$ cat config.mk
export PLATFORM = sky130hd
export DESIGN_NAME = reg_bank_dump
export DESIGN_NICKNAME = d
export VERILOG_FILES = /design/src/rtl/reg_bank_dump.sv
export SDC_FILE = /design/constraint.sdc
export NUM_CORES = 2
export LEC_CHECK = 0
export ABC_CLOCK_PERIOD_IN_PS = 2840
export BUFFER_PORTS_ARGS = -buffer_cell sky130_fd_sc_hd__buf_2
export CORE_ASPECT_RATIO = 0.7
export CORE_MARGIN = 10
export CORE_UTILIZATION = 44
export CTS_BUF_LIST = sky130_fd_sc_hd__clkbuf_16
export DETAILED_ROUTE_END_ITERATION = 6
export GPL_ROUTABILITY_DRIVEN = 0
export MAX_ROUTING_LAYER = met4
export PLACE_DENSITY = 0.62
export SKIP_LAST_GASP = 1
export SLEW_MARGIN = 10
export SYNTH_ARGS = -nofsm -noshare
export SYNTH_HDL_FRONTEND = slang
export SYNTH_SLANG_ARGS = --single-unit
$ cat constraint.sdc
create_clock -name clk -period 2.84 [get_ports clk]
set_input_delay 0.284 -clock clk [delete_from_list [all_inputs] [get_ports clk]]
set_output_delay 0.284 -clock clk [all_outputs]
set_load 0.02 [all_outputs]
$ cat src/rtl/reg_bank_dump.sv
// 32-entry integer register bank with two combinational read ports and a
// snapshot-based debug dump engine that streams every register over valid/ready.
module reg_bank_dump #(
    parameter int                DATA_W   = 32,
    parameter logic [DATA_W-1:0] SP_RESET = DATA_W'(32'h0000_0FFC)
) (
    input  logic              clk,
    input  logic              rst_n,
    input  logic [31:0]       en_s,
    input  logic [DATA_W-1:0] data_wr,
    input  logic [4:0]        rs1,
    input  logic [4:0]        rs2,
    output logic [DATA_W-1:0] ru_rs1,
    output logic [DATA_W-1:0] ru_rs2,
    input  logic              dump_start,
    output logic              dump_busy,
    output logic              dump_valid,
    input  logic              dump_ready,
    output logic [4:0]        dump_idx,
    output logic [DATA_W-1:0] dump_data,
    output logic              dump_done
);

    typedef enum logic [1:0] {
        IDLE = 2'd0,
        SEND = 2'd1,
        DONE = 2'd2
    } state_t;

    localparam logic [4:0] LAST_IDX = 5'd31;

    // x0 is hardwired to zero, so only x1..x31 are stored.
    logic [DATA_W-1:0] regs_q [1:31];
    logic [DATA_W-1:0] regs_d [1:31];

    state_t            state_q, state_d;
    logic [4:0]        idx_q, idx_d;
    logic [DATA_W-1:0] data_q, data_d;
    logic [4:0]        nxt_idx;
    logic              unused_en0;

    assign unused_en0 = en_s[0];
    assign nxt_idx    = idx_q + 5'd1;

    always_comb begin
        regs_d = regs_q;
        for (int i = 1; i < 32; i++) begin
            if (en_s[i]) begin
                regs_d[i] = data_wr;
            end
        end
    end

    always_ff @(posedge clk or negedge rst_n) begin
        if (!rst_n) begin
            for (int i = 1; i < 32; i++) begin
                regs_q[i] <= (i == 2) ? SP_RESET : '0;
            end
        end else begin
            regs_q <= regs_d;
        end
    end

    // Read ports see only the stored array; a same-edge write appears next cycle.
    assign ru_rs1 = (rs1 == 5'd0) ? '0 : regs_q[rs1];
    assign ru_rs2 = (rs2 == 5'd0) ? '0 : regs_q[rs2];

    always_ff @(posedge clk or negedge rst_n) begin
        if (!rst_n) begin
            state_q <= IDLE;
            idx_q   <= '0;
            data_q  <= '0;
        end else begin
            state_q <= state_d;
            idx_q   <= idx_d;
            data_q  <= data_d;
        end
    end

    always_comb begin
        state_d = state_q;
        case (state_q)
            IDLE:    if (dump_start) state_d = SEND;
            SEND:    if (dump_ready && idx_q == LAST_IDX) state_d = DONE;
            DONE:    state_d = IDLE;
            default: state_d = IDLE;
        endcase
    end

    // The next beat is loaded from the pre-edge array, so a write landing on the
    // handshake edge or during a stall never alters the beat being offered.
    always_comb begin
        idx_d  = idx_q;
        data_d = data_q;
        case (state_q)
            IDLE: begin
                if (dump_start) begin
                    idx_d  = '0;
                    data_d = '0;
                end
            end
            SEND: begin
                if (dump_ready && idx_q != LAST_IDX) begin
                    idx_d  = nxt_idx;
                    data_d = regs_q[nxt_idx];
                end
            end
            DONE: begin
                idx_d  = '0;
                data_d = '0;
            end
            default: begin
                idx_d  = '0;
                data_d = '0;
            end
        endcase
    end

    always_comb begin
        dump_valid = 1'b0;
        dump_busy  = 1'b0;
        dump_done  = 1'b0;
        case (state_q)
            SEND: begin
                dump_valid = 1'b1;
                dump_busy  = 1'b1;
            end
            DONE: begin
                dump_busy = 1'b1;
                dump_done = 1'b1;
            end
            default: ;
        endcase
    end

    assign dump_idx  = idx_q;
    assign dump_data = data_q;

endmodule

==> flow_metrics.tcl <==
set metrics [dict create \
    die_area_mm2 0.157 \
    coreArea_mm2 0.140 \
    worst_path_largest_cell_delay_ns 0.53 \
    p_leak_nw 28.5 \
    grt_max_degree 104 \
    cts_tree "done" \
    root_buffer "clkbuf_16" \
    vias_per_cell 6.81 \
    synthCells 4136 \
    port_buffers 180 \
    fin_nets 4414 \
    path_class "register to output pin" \
    synth_area_leaders "dfrtp_1 (41%), mux4_2 (27%), mux2_2 (21%)" \
    synth_edf_count 0 \
    cts_htree_levels 3 \
    powerDensity_mw_per_mm2 718 \
    r2r_end "dump_data[2]" \
    grt_overflow 0 \
    rr_worst_depth 10 \
    timing.final.crit_share 1.06 \
    rsz0062_at_grt "true" \
    cts_num_sinks 1031 \
    rows 115 \
    track_usage 0.294 \
    status "complete, but fails checks" \
    avgRoutedWirePerCell_um 36.2 \
    violations "negative setup slack" \
    synth_seq_cells 1031 \
    drc 0 \
    clk_latency_ns 0.76 \
    syn_nets 4220 \
    hpwl_mm 139 \
    synth.yosys.seq_area_share 0.415 \
    yosysTopAreaCell "dfrtp_1" \
    async_reset_ff_frac 1.00 \
    post-synth-top-count-cell "mux2_2" \
    tritoncts.num_buffers 110 \
    worstPathRequired_ns 2.56 \
    start_util 0.443 \
    worst_hold_path_type "primary input to register" \
    cp-start-kind "register" \
    finalClockSkew_ns 0.0234 \
    antenna_found_initial 15 \
    multiInputGateArea_mm2 0.0347 \
    cp.arrival_ns 2.72 \
    synth_area_mm2 0.0622 \
    place_ws_ns -0.0805 \
    synth_top_cells_by_count "mux2_2 (1149), dfrtp_1 (1021), mux4_2 (748)" \
    synth_cell_types 36 \
    finish.utilization 0.518 \
    peakVddDrop_mv 0.563 \
    dieHeight_um 334 \
    antenna_left 0 \
    holdPathEnd "regs_q[757]" \
    clk_path_buf_depth 3 \
    synth.top_cell.area_share 0.411 \
    relSlewSlack 0.251 \
    grt_pass1_vias 43100 \
    io_pins 182 \
    drt_iter0_markers 5025 \
    grt_first_pass_wirelength_mm 329 \
    ff2ff_setup_slack_ns 0.05 \
    final.setup.worst_slack_ns -0.168 \
    maxCapViolations 0 \
    first_pass_iters 5 \
    end_kind "output pin" \
    worstPathCellList "mux4_2 -> mux4_2 -> mux2_4 -> buf_6" \
    wl_mm 228 \
    slew_viol_final 0 \
    tightest_slew_ns 1.12 \
    yosysWarningCount 0 \
    syn_to_final_growth_pct 16.9 \
    drive_above_1_share 0.609 \
    holdPathStages 2 \
    critPathMaxFanout 4 \
    cpMostUsedCell "mux4_2" \
    vias 43000 \
    clk_pin_slew_ns 0.07 \
    seqCellArea_mm2 0.0258 \
    total_power_mw 52.2 \
    setup_viol 42 \
    regToRegStartpoint "dump_idx[0]" \
    nFillCells 11500 \
    hold_violations 0 \
    hold_start "en_s[8]" \
    die_w_um 469 \
    syn_avg_cell_area_um2 15.0 \
    crit_slowest_cell "mux4_2" \
    synthFlopType "dfrtp_1" \
    fin_tns_setup_ns -2.72 \
    fmax_mhz 332 \
    min_period_ns 3.01 \
]
==> critical path, delay by kind of cell, from the launching register on <==
kind | cells | cell delay, ns
muxes | 3 | 1.40
buffers and inverters | 1 | 0.16
DFF | 1 | 0.41
==> layout by cell type (no fill, tap or decap), types with 7 or more instances in the layout <==
cell type	instances
a22o_1	38
buf_6	70
buf_4	282
mux2_2	1107
buf_2	86
dfrtp_1	1020
clkinvlp_4	11
nand3_1	98
buf_12	125
mux4_2	748
a221o_1	20
a22oi_1	56
o21ai_0	42
inv_1	23
o22ai_1	20
mux2_4	42
o211ai_1	31
a2bb2oi_1	19
clkinv_1	17
mux2i_1	84
mux2i_4	7
dfstp_2	10
clkbuf_16	115
clkinv_2	23
nand2_1	232
diode_2	11
bufinv_16	19
==> routing by layer <==
layer,vias to the layer above,GRT usage,part of all wire
met2,2421,0.416,0.44
met3,530,0.0809,0.098
met4,0,0.105,0.042
met5,-,-,0
li1,16700,-,-
met1,23300,0.405,0.42
==> worst max path at each step <==
| stage | slack, ns | startpoint | end | cells after the start |
|---|---|---|---|---|
| CTS | -0.18 | regs_q[879] | ru_rs1[15] | 4 |
| global placement | -0.04 | dump_idx[0] | dump_data[3] | 10 |
| finish | -0.17 | regs_q[879] | ru_rs1[15] | 4 |
| global route | -0.21 | regs_q[788] | ru_rs1[20] | 4 |
| floorplan | 0.14 | dump_idx[0] | dump_data[13] | 11 |
| detailed placement | -0.08 | dump_idx[0] | dump_data[3] | 10 |
==> registers in the layout, indices dropped and copies added (netlist names) <==
name	cells
dump_data	32
dump_idx	5
regs_q	992
state_q	2
==> cell families (layout without fill, tap and decap cells) <==
logic type                 count (synthesis)  count (layout)  synth area share
AOI/OAI and AO/OA                        248             248            0.0296
adders and majority gates                  6               6           0.00121
DFF                                     1031            1031             0.415
other                                      0              11                 0
muxes                                   1997            1997             0.495
and+or+nand+nor                          354             354            0.0241
buffers and inverters                    496             786            0.0341
xor gates and xnor gates                   4               4          0.000564
==> per-stage QoR <==
stage	cells	hold slack, ns	instance area, um^2
finish	6309	0.0649	72700
CTS	6271	0.0220	72300
global route	6309	0.0354	72700
global placement	6004	0.294	67400
detailed placement	6004	0.297	67400
floorplan	4136	-0.0116	62200
==> cell type report <==
type,count,share of cell area
Inverter,5,0.000258
Tap cell,1872,0.0322
Clock buffer,115,0.0396
Sequential cell,1031,0.355
Clock inverter,93,0.0132
Timing Repair Buffer,573,0.0821
Antenna cell,11,0.000379
Multi-Input combinational cell,2609,0.477
==> report_power, final <==
part           internal (mW)  switching, mW
Sequential              16.3           1.73
Combinational           9.62           8.94
Clock                   9.04           6.54
==> repair_timing <==
action                                  CTS  global route
hold buffers                              4             0
resized for setup                       180            35
hold endpoints to repair                211             0
endpoints found under the setup margin   91            69
setup buffers                            55            27
pin swaps                                24            11
(Power assumes the default switching activity.)
